[config.mk]
export PLATFORM = sky130hd
export DESIGN_NAME = key_irq_ctrl_flat
export DESIGN_NICKNAME = d
export VERILOG_FILES = /design/src/rtl/key_irq_pkg.sv /design/src/rtl/key_irq_ctrl_if.sv /design/src/rtl/key_debounce_repeat.sv /design/src/rtl/key_irq_ctrl.sv /design/src/flat_wrapper.sv
export SDC_FILE = /design/constraint.sdc
export NUM_CORES = 1
export LEC_CHECK = 0
export BUFFER_PORTS_ARGS = -buffer_cell sky130_fd_sc_hd__buf_2
export CAP_MARGIN = 20
export CORE_AREA = 5 5 152 190
export CTS_BUF_LIST = sky130_fd_sc_hd__clkbuf_2
export DETAILED_ROUTE_END_ITERATION = 6
export DIE_AREA = 0 0 157 195
export GPL_ROUTABILITY_DRIVEN = 0
export GPL_TIMING_DRIVEN = 0
export PLACE_DENSITY_LB_ADDON = 0.3
export SLEW_MARGIN = 40
export SYNTH_ARGS = -nofsm -noshare
export SYNTH_HDL_FRONTEND = slang
export SYNTH_SLANG_ARGS = --single-unit
export TNS_END_PERCENT = 50
[constraint.sdc]
create_clock -name clk -period 1.8 [get_ports clk]
set_input_delay 0.09 -clock clk [delete_from_list [all_inputs] [get_ports clk]]
set_output_delay 0.09 -clock clk [all_outputs]
set_load 0.1 [all_outputs]
[src/rtl/key_irq_pkg.sv]
// Shared types and helpers for the key interrupt controller.
package key_irq_pkg;

    localparam int unsigned VEC_W = 8;

    typedef enum logic [1:0] {
        IDLE   = 2'd0,
        HELD   = 2'd1,
        REPEAT = 2'd2
    } key_state_e;

    // Vector address of key idx; wraps to VEC_W bits.
    function automatic logic [VEC_W-1:0] vec_of(input int unsigned idx,
                                                 input int unsigned base,
                                                 input int unsigned stride);
        return VEC_W'(base + stride * idx);
    endfunction

endpackage

[src/rtl/key_irq_ctrl_if.sv]
// CPU interrupt handshake: enable/ack from the CPU, request/vector to it.
interface key_irq_ctrl_if;
    import key_irq_pkg::*;

    logic             irq_en;
    logic             irq_ack;
    logic             irq_req;
    logic [VEC_W-1:0] irq_vec;

    modport master (output irq_en, output irq_ack, input irq_req, input irq_vec);
    modport slave  (input irq_en, input irq_ack, output irq_req, output irq_vec);

endinterface

[src/rtl/key_debounce_repeat.sv]
// One key: 2-FF synchroniser, tick-based debounce and press/auto-repeat event FSM.
module key_debounce_repeat
    import key_irq_pkg::*;
#(
    parameter int unsigned DEB_TICKS  = 4,
    parameter int unsigned REP_DELAY  = 32,
    parameter int unsigned REP_PERIOD = 8
) (
    input  logic clk,
    input  logic rst,
    input  logic tick_i,
    input  logic key_n_i,
    output logic key_level_o,
    output logic evt_o
);

    localparam int unsigned DEB_W   = $clog2(DEB_TICKS + 1);
    localparam int unsigned REP_MAX = (REP_DELAY > REP_PERIOD) ? REP_DELAY : REP_PERIOD;
    localparam int unsigned REP_W   = (REP_MAX < 1) ? 1 : $clog2(REP_MAX + 1);
    localparam bit          REP_EN  = (REP_PERIOD != 0);

    logic [1:0]       sync_q;
    logic             level_q, level_d;
    logic [DEB_W-1:0] deb_q, deb_d;
    key_state_e       state_q, state_d;
    logic [REP_W-1:0] rep_q, rep_d;
    logic             evt_q, evt_d;

    logic sample_c, rise_c, fall_c, rep_zero_c;

    assign sample_c   = ~sync_q[1];
    assign rise_c     = level_d & ~level_q;
    assign fall_c     = level_q & ~level_d;
    assign rep_zero_c = (rep_q <= REP_W'(1));

    // Debounce: level toggles after DEB_TICKS consecutive differing samples.
    always_comb begin
        level_d = level_q;
        deb_d   = deb_q;
        if (tick_i) begin
            if (sample_c == level_q) begin
                deb_d = '0;
            end else if (deb_q == DEB_W'(DEB_TICKS - 1)) begin
                level_d = ~level_q;
                deb_d   = '0;
            end else begin
                deb_d = deb_q + DEB_W'(1);
            end
        end
    end

    always_ff @(posedge clk) begin
        if (!rst) begin
            sync_q  <= 2'b11;
            level_q <= 1'b0;
            deb_q   <= '0;
            state_q <= IDLE;
            rep_q   <= '0;
            evt_q   <= 1'b0;
        end else begin
            sync_q  <= {sync_q[0], key_n_i};
            level_q <= level_d;
            deb_q   <= deb_d;
            state_q <= state_d;
            rep_q   <= rep_d;
            evt_q   <= evt_d;
        end
    end

    // Next state: a falling level always returns to IDLE.
    always_comb begin
        state_d = state_q;
        if (fall_c) begin
            state_d = IDLE;
        end else begin
            case (state_q)
                IDLE:    if (rise_c) state_d = HELD;
                HELD:    if (tick_i && rep_zero_c && REP_EN) state_d = REPEAT;
                REPEAT:  state_d = REPEAT;
                default: state_d = IDLE;
            endcase
        end
    end

    // Repeat counter and event generation; release never emits.
    always_comb begin
        rep_d = rep_q;
        evt_d = 1'b0;
        if (!fall_c) begin
            case (state_q)
                IDLE: begin
                    if (rise_c) begin
                        evt_d = 1'b1;
                        rep_d = REP_W'(REP_DELAY);
                    end
                end
                HELD: begin
                    if (tick_i) begin
                        if (!rep_zero_c) begin
                            rep_d = rep_q - REP_W'(1);
                        end else begin
                            evt_d = REP_EN;
                            rep_d = REP_W'(REP_PERIOD);
                        end
                    end
                end
                REPEAT: begin
                    if (tick_i) begin
                        if (!rep_zero_c) begin
                            rep_d = rep_q - REP_W'(1);
                        end else begin
                            evt_d = 1'b1;
                            rep_d = REP_W'(REP_PERIOD);
                        end
                    end
                end
                default: rep_d = '0;
            endcase
        end
    end

    assign key_level_o = level_q;
    assign evt_o       = evt_q;

endmodule

[src/rtl/key_irq_ctrl.sv]
// Key interrupt controller: tick divider, per-key pending bits, priority
// encoder and the request/ack handshake towards the CPU.
module key_irq_ctrl
    import key_irq_pkg::*;
#(
    parameter int unsigned NKEYS      = 6,
    parameter int unsigned TICK_DIV   = 1024,
    parameter int unsigned DEB_TICKS  = 4,
    parameter int unsigned REP_DELAY  = 32,
    parameter int unsigned REP_PERIOD = 8,
    parameter int unsigned VEC_BASE   = 2,
    parameter int unsigned VEC_STRIDE = 2
) (
    input  logic             clk,
    input  logic             rst,
    input  logic [NKEYS-1:0] keys_n,
    output logic [NKEYS-1:0] key_level,
    output logic             evt_lost,
    key_irq_ctrl_if.slave    bus
);

    localparam int unsigned TICK_W = $clog2(TICK_DIV);
    localparam int unsigned IDX_W  = (NKEYS > 1) ? $clog2(NKEYS) : 1;

    logic [TICK_W-1:0] div_q, div_d;
    logic              tick_c;
    logic [NKEYS-1:0]  evt;
    logic [NKEYS-1:0]  pending_q, pending_d;
    logic [NKEYS-1:0]  clr_c;
    logic              lost_q, lost_d;
    logic              req_q, req_d;
    logic [IDX_W-1:0]  idx_q, idx_d;
    logic [VEC_W-1:0]  vec_q, vec_d;
    logic [IDX_W-1:0]  first_idx_c;
    logic              any_c;

    assign tick_c = (div_q == TICK_W'(TICK_DIV - 1));
    assign div_d  = tick_c ? '0 : div_q + TICK_W'(1);

    for (genvar g = 0; g < NKEYS; g++) begin : g_key
        key_debounce_repeat #(
            .DEB_TICKS (DEB_TICKS),
            .REP_DELAY (REP_DELAY),
            .REP_PERIOD(REP_PERIOD)
        ) u_key (
            .clk        (clk),
            .rst        (rst),
            .tick_i     (tick_c),
            .key_n_i    (keys_n[g]),
            .key_level_o(key_level[g]),
            .evt_o      (evt[g])
        );
    end

    // Lowest set pending index wins.
    always_comb begin
        first_idx_c = '0;
        for (int i = int'(NKEYS) - 1; i >= 0; i--) begin
            if (pending_q[i]) first_idx_c = IDX_W'(i);
        end
    end

    assign any_c = |pending_q;

    // A new event on the same key as the ack keeps the bit set and is not lost.
    always_comb begin
        clr_c     = (req_q && bus.irq_ack) ? (NKEYS'(1) << idx_q) : '0;
        pending_d = (pending_q & ~clr_c) | evt;
        lost_d    = |(evt & pending_q & ~clr_c);
    end

    // Handshake: the latched index and vector hold until the ack.
    always_comb begin
        req_d = req_q;
        idx_d = idx_q;
        vec_d = vec_q;
        if (req_q) begin
            if (bus.irq_ack) req_d = 1'b0;
        end else if (bus.irq_en && any_c) begin
            req_d = 1'b1;
            idx_d = first_idx_c;
            vec_d = vec_of(32'(first_idx_c), VEC_BASE, VEC_STRIDE);
        end
    end

    always_ff @(posedge clk) begin
        if (!rst) begin
            div_q     <= '0;
            pending_q <= '0;
            lost_q    <= 1'b0;
            req_q     <= 1'b0;
            idx_q     <= '0;
            vec_q     <= '0;
        end else begin
            div_q     <= div_d;
            pending_q <= pending_d;
            lost_q    <= lost_d;
            req_q     <= req_d;
            idx_q     <= idx_d;
            vec_q     <= vec_d;
        end
    end

    assign bus.irq_req = req_q;
    assign bus.irq_vec = vec_q;
    assign evt_lost    = lost_q;

endmodule

[src/flat_wrapper.sv]
// flat-port wrapper written by rule: the top's interface ports become plain ports
module key_irq_ctrl_flat import key_irq_pkg::*;
#(
    parameter int unsigned NKEYS      = 6,
    parameter int unsigned TICK_DIV   = 1024,
    parameter int unsigned DEB_TICKS  = 4,
    parameter int unsigned REP_DELAY  = 32,
    parameter int unsigned REP_PERIOD = 8,
    parameter int unsigned VEC_BASE   = 2,
    parameter int unsigned VEC_STRIDE = 2
)
  (clk, rst, keys_n, key_level, evt_lost, bus_irq_en, bus_irq_ack, bus_irq_req, bus_irq_vec);
  key_irq_ctrl_if bus_i ();
  input  logic clk;
  input  logic rst;
  input  logic [NKEYS-1:0] keys_n;
  output logic [NKEYS-1:0] key_level;
  output logic evt_lost;
  input wire logic [$bits(bus_i.irq_en)-1:0] bus_irq_en;
  input wire logic [$bits(bus_i.irq_ack)-1:0] bus_irq_ack;
  output wire logic [$bits(bus_i.irq_req)-1:0] bus_irq_req;
  output wire logic [$bits(bus_i.irq_vec)-1:0] bus_irq_vec;
  assign bus_i.irq_en = bus_irq_en;
  assign bus_i.irq_ack = bus_irq_ack;
  assign bus_irq_req = bus_i.irq_req;
  assign bus_irq_vec = bus_i.irq_vec;
  key_irq_ctrl #(.NKEYS(NKEYS), .TICK_DIV(TICK_DIV), .DEB_TICKS(DEB_TICKS), .REP_DELAY(REP_DELAY), .REP_PERIOD(REP_PERIOD), .VEC_BASE(VEC_BASE), .VEC_STRIDE(VEC_STRIDE)) u_core (.clk(clk), .rst(rst), .keys_n(keys_n), .key_level(key_level), .evt_lost(evt_lost), .bus(bus_i));
endmodule
# == Yosys cells after proc, flatten, opt, wreduce, memory -nomap -nowiden ==
# Cells that the tools add are included.
# W data, S select, Z words.
# op_classes
n_addsub,14
mul,0
n_div,0
magnitude_cmp,6
n_eq_ne,43
shifts,1
n_mux,106
n_bitwise,43
reduce_logical,42
# ops
op,count
$mux W6,19
$pmux W6 S2,6
$mux W3,18
$mux W1,39
$le A6 B1 Y1 const B,6
$pmux W2 S3,6
$sub A6 B1 Y6 const B,6
$not A1 Y1,26
$reduce_or A2 Y1,13
$mux W2,12
$ne A2 B2 Y1 const B,12
$add A3 B1 Y3 const B,6
$and A6 B6 Y6,3
$eq A3 B2 Y1 const B,6
$reduce_and A3 Y1,6
$reduce_and A2 Y1,7
$and A1 B1 Y1,12
$eq A2 B1 Y1 const B,6
$eq A2 B2 Y1 const B,6
$logic_not A2 Y1,6
$ne A2 B1 Y1 const B,6
$pmux W1 S2,6
$reduce_or A6 Y1,2
$add A10 B1 Y10 const B,1
other kinds (7),19
# word_totals
regBits,119
latch_bits,0
ram_bits,0
mem_bits_ro,0
output_inout_bits,16
mem_count,0

# == Longest topological paths before layout ==
# depth
ltp_word,8
mapped_depth,8
depth_no_buf,7

# == By module ==
# Synthesis repeated with hierarchy kept, for this count alone.
# hier_totals
cells_unflattened,768
area_unflattened_um2,6665.1
# modules_own_cells
module,instances,cells_each,area_each_um2,seq_area_each_um2
key_debounce_repeat at u_core.g_key[0].u_key ...,5,107,922.1,300.3
key_irq_ctrl,1,131,1146.1,500.5
key_debounce_repeat at u_core.g_key[5].u_key,1,102,908.4,300.3

# == Least setup slack after synthesis ==
# OpenSTA, ideal clock, no wires.
# synth_timing
kind,register -> register
startpoint,reg u_core.req_q (netlist: u_core.bus.irq_req)
endpoint,reg u_core.lost_q (netlist: u_core.evt_lost)
setup_time_ns,0.138
arrival_ns,1.891
required_ns,1.662
slack_ns,-0.229
stages_incl_launch_ff,6
n_path_buf,0
cell_sequence,dfxtp_1 -> nand2_1 -> or4_1 -> a21o_1 -> nand3_1 -> a41oi_1
# synth_via
elab_chain_len,5
# synth_lines
item,line_no,source
from (decl),key_irq_ctrl.sv:31,"logic req_q, req_d;"
from (signal assigned),key_irq_ctrl.sv:98,req_q <= req_d;
$logic_and A1 B1 Y1,key_irq_ctrl.sv:67,clr_c = (req_q && bus.irq_ack) ? (NKEYS'(1) << idx_q) : '0;
$mux W6,key_irq_ctrl.sv:67,
$not A6 Y6,key_irq_ctrl.sv:69,lost_d = |(evt & pending_q & ~clr_c);
$and A6 B6 Y6,key_irq_ctrl.sv:69,
$reduce_or A6 Y1,key_irq_ctrl.sv:69,
to (signal assigned),key_irq_ctrl.sv:97,lost_q <= lost_d;
to (decl),key_irq_ctrl.sv:30,"logic lost_q, lost_d;"
# Every way passes these cells.
# A chain may end at the register's enable or synchronous reset.

# == Worst setup path in the final report ==
# layout_timing
startpoint,reg u_core.g_key[5].u_key.deb_q[0]
endpoint,reg u_core.g_key[5].u_key.rep_q[4]
# layout_via
elab_chain_len,8
# layout_lines
item,line_no,source
from (decl),key_debounce_repeat.sv:24,"logic [DEB_W-1:0] deb_q, deb_d;"
from (signal assigned),key_debounce_repeat.sv:56,deb_q <= '0;
from (signal assigned),key_debounce_repeat.sv:63,deb_q <= deb_d;
$eq A3 B2 Y1 *,key_debounce_repeat.sv:43,end else if (deb_q == DEB_W'(DEB_TICKS - 1)) begin
$mux W1 *,key_debounce_repeat.sv:43,
$mux W1 *,key_debounce_repeat.sv:41,if (sample_c == level_q) begin
$mux W1 *,key_debounce_repeat.sv:40,if (tick_i) begin
branches (longest 3 deep; another with $ne A2 B2 Y1),--,
$reduce_and A3 Y1 (no source line) *,--,
to (signal assigned),key_debounce_repeat.sv:65,rep_q <= rep_d;
to (decl),key_debounce_repeat.sv:26,"logic [REP_W-1:0] rep_q, rep_d;"
# Mark *: on every way between the ends.

==> metrics.cfg <==
[synth]
synth_top_cell_area_share=0.3781
yosys-top-cells-area=dfxtp_1 (38%), ha_1 (7.8%), a21oi_1 (6.3%)
synth_ff_type=dfxtp_1
synth.distinct_cells=69
yosys_warnings=0
synthArstFlopShare=0
synth_edf_count=0
yosysTopAreaCell=dfxtp_1
syn_inst=723
avgSynthCellArea_um2=8.423
ys_seq_area_frac=0.3781
synth_seq_cells=115
netlist_area_um2=6090

[routing]
wl_met3_um=497
top_layer=met4
drcViolationCount=0
wl_um=17070
num_vias=5543
ant_nets=0
dr.pass1.iters=4
first_iter_violations=311
vias_per_cell=4.746
avgRoutedWirePerCell_um=14.61
wl_met1_um=7711
route.met2.wl_um=8504

[setup_path]
endpoint_kind=flip-flop
crit_buf_inv=1
crit_path_top_delay_cell=or4b_4
cp-start-kind=flip-flop
cpMostUsedCell=or4b_4
max_stage_delay_ps=540
crit_family=simple AND/OR/NAND/NOR gates
critical_path_arrival_ps=2760
critical_path.cell_chain=ha_4 -> or4b_4 -> nor4_4 -> buf_4 -> a31oi_4 -> or4b_4 -> a21oi_2
critPathKind=reg2reg
crit_path_max_fanout=4
critPathRequiredTime_ps=2430

[run]
maxCapViolations=0

[floorplan]
ios=26
dieHeight_um=195
initial_core_util=0.2277
num_rows=67
core_um2=26740
die_w_um=157
dieArea_um2=30620

[global_route]
grt_use_total=0.1103
grt_pass1_wl_um=26850
antenna_found_initial=1
grt_start_max_net_pins=17
grt_pass1_vias=5150
grt.overflow.total=0

[cts]
clkTransAtPathRegs_ps=170
cts_sinks=115
clockBufferDepth=2
h-tree-depth=4
root_buffer=clkbuf_2
cts_tree=done
insertion_delay_ps=700
cts_buffers=17

[power]
power_density_nw_per_um2=587.2
power_uw=4702
cellLeakagePower_uw=0.002945
vdd_drop_max_v=0.0003754

[cells_and_area]
fin_nets=857
syn_to_final_growth_pct=31.50
finish.utilization=0.2994
drive_gt1_frac=0.2883

[sta]
slew_violations=0
clock.fmax_mhz=469.6
worst_slew_margin_rel=0.4163
fin_skew_ps=27.64
period_minus_slack_ps=2129
worstMarginPinSlew_ps=875.5
rsz0062_at_grt=true
fin_crit_sh=1.183
setup_violations=40
finalHoldViolCount=0
fin_ws_ps=-329.3

[place]
pre_cts_ws_ps=-967.6
hpwlAfterDp_um=11270
port_buffers=21

[run_status]
violations=setup timing
outcome=complete, but fails checks

[hold_path]
hp-class=in2reg

==> cell families (layout without fill, tap and decap cells) <==
group,Yosys count,count (layout),synth area share
DFF,115,115,0.3781
other,1,5,0.0006158
muxes,4,4,0.006575
AOI/OAI and AO/OA,193,193,0.1991
xor gates and xnor gates,19,19,0.02733
buffers and inverters,78,174,0.05547
and+or+nand+nor,275,275,0.2548
adders and majority gates,38,38,0.07808
==> layout by cell type (no fill, tap or decap), types with 13 or more instances in the layout <==
cell	count
dfxtp_1	86
a21oi_1	64
nor2_1	47
nand2_1	47
buf_4	43
inv_1	41
ha_1	30
or3_1	28
o21ai_0	26
dfxtp_2	24
nand2b_1	23
nand3_1	20
clkbuf_2	20
nor3_1	17
buf_2	16
a21oi_2	13
==> cells in the mapped netlist, types with 13 or more instances <==
cell      number
clkbuf_1      18
a31oi_1       13
nand3_1       21
nor3_1        20
inv_1         41
dfxtp_1      115
nand2_1       48
or3_1         34
nand2b_1      23
o21ai_0       37
a21oi_1       77
ha_1          38
nor2_1        53
==> tightest hold or removal path, cell delays in order <==
cell and delay, ps:
dlygate4sd3_1 520, buf_2 90, nand2b_1 80
==> stage by stage <==
stage,instances,TNS (ps),area [µm²],hold slack (ps)
finish,1168,-6141,8008,100.6
global route,1168,-9721,8008,5.532
CTS,1145,-5694,7505,13.62
detailed placement,1092,-36950,6698,274.8
global placement,1092,-35730,6698,273.5
floorplan,726,-741.7,6161,191.5
==> layout make-up <==
class	count	area [µm²]
sequential	115	2351
fill	2777	18730
antenna	1	2.502
tap	345	431.7
multi-input combinational	533	3973
inverter	41	153.9
clock inverter	14	167.7
buffer	37	324.1
timing repair buffer	64	514.2
clock buffer	18	90.09
==> what timing repair did <==
| item | CTS | global route |
|---|---|---|
| setup buffers | 10 | 21 |
| pin swaps | 24 | 32 |
| cloned | 2 | 3 |
| hold endpoints to repair | 23 | 0 |
| endpoints found under the setup margin | 89 | 85 |
| hold buffers | 9 | 0 |
| resized for setup | 97 | 98 |
==> path summary, 6_finish.rpt <==
kind                                          startpoint                                     endpoint  slack (ps)  depth (start not counted)
min                                            keys_n[0]   u_core.g_key[0].u_key.sync_q[0]$_SDFF_PN1_         100                          3
max reg2reg  u_core.g_key[5].u_key.deb_q[0]$_SDFFE_PN0N_  u_core.g_key[5].u_key.rep_q[4]$_SDFFE_PN0P_        -330                          7
min reg2reg   u_core.g_key[5].u_key.sync_q[0]$_SDFF_PN1_   u_core.g_key[5].u_key.sync_q[1]$_SDFF_PN1_         430                          1
max          u_core.g_key[5].u_key.deb_q[0]$_SDFFE_PN0N_  u_core.g_key[5].u_key.rep_q[4]$_SDFFE_PN0P_        -330                          7
==> power by group <==
group          switching, µW  internal, µW  leakage, µW
logic                    135          62.0      0.00184
clock network           1040           888     0.000157
registers               16.1          2560     0.000945
total                   1190          3510      0.00295
==> layer usage <==
metal	vias to the layer above	GRT usage
met2	86	0.1852
met3	25	0.02325
met5	-	0
li1	2774	-
met1	2658	0.1377
met4	0	0.04244
==> flip-flops by register name, indices dropped and copies added (netlist names) <==
name and cells:
u_core.bus.irq_req 1, u_core.bus.irq_vec 4, u_core.div_q 10, u_core.evt_lost 1
u_core.g_key.u_key.deb_q 18, u_core.g_key.u_key.evt_o 6, u_core.g_key.u_key.key_level_o 6, u_core.g_key.u_key.rep_q 36
u_core.g_key.u_key.state_q 12, u_core.g_key.u_key.sync_q 12, u_core.idx_q 3, u_core.pending_q 6
Power figures use the tool's default switching activity.
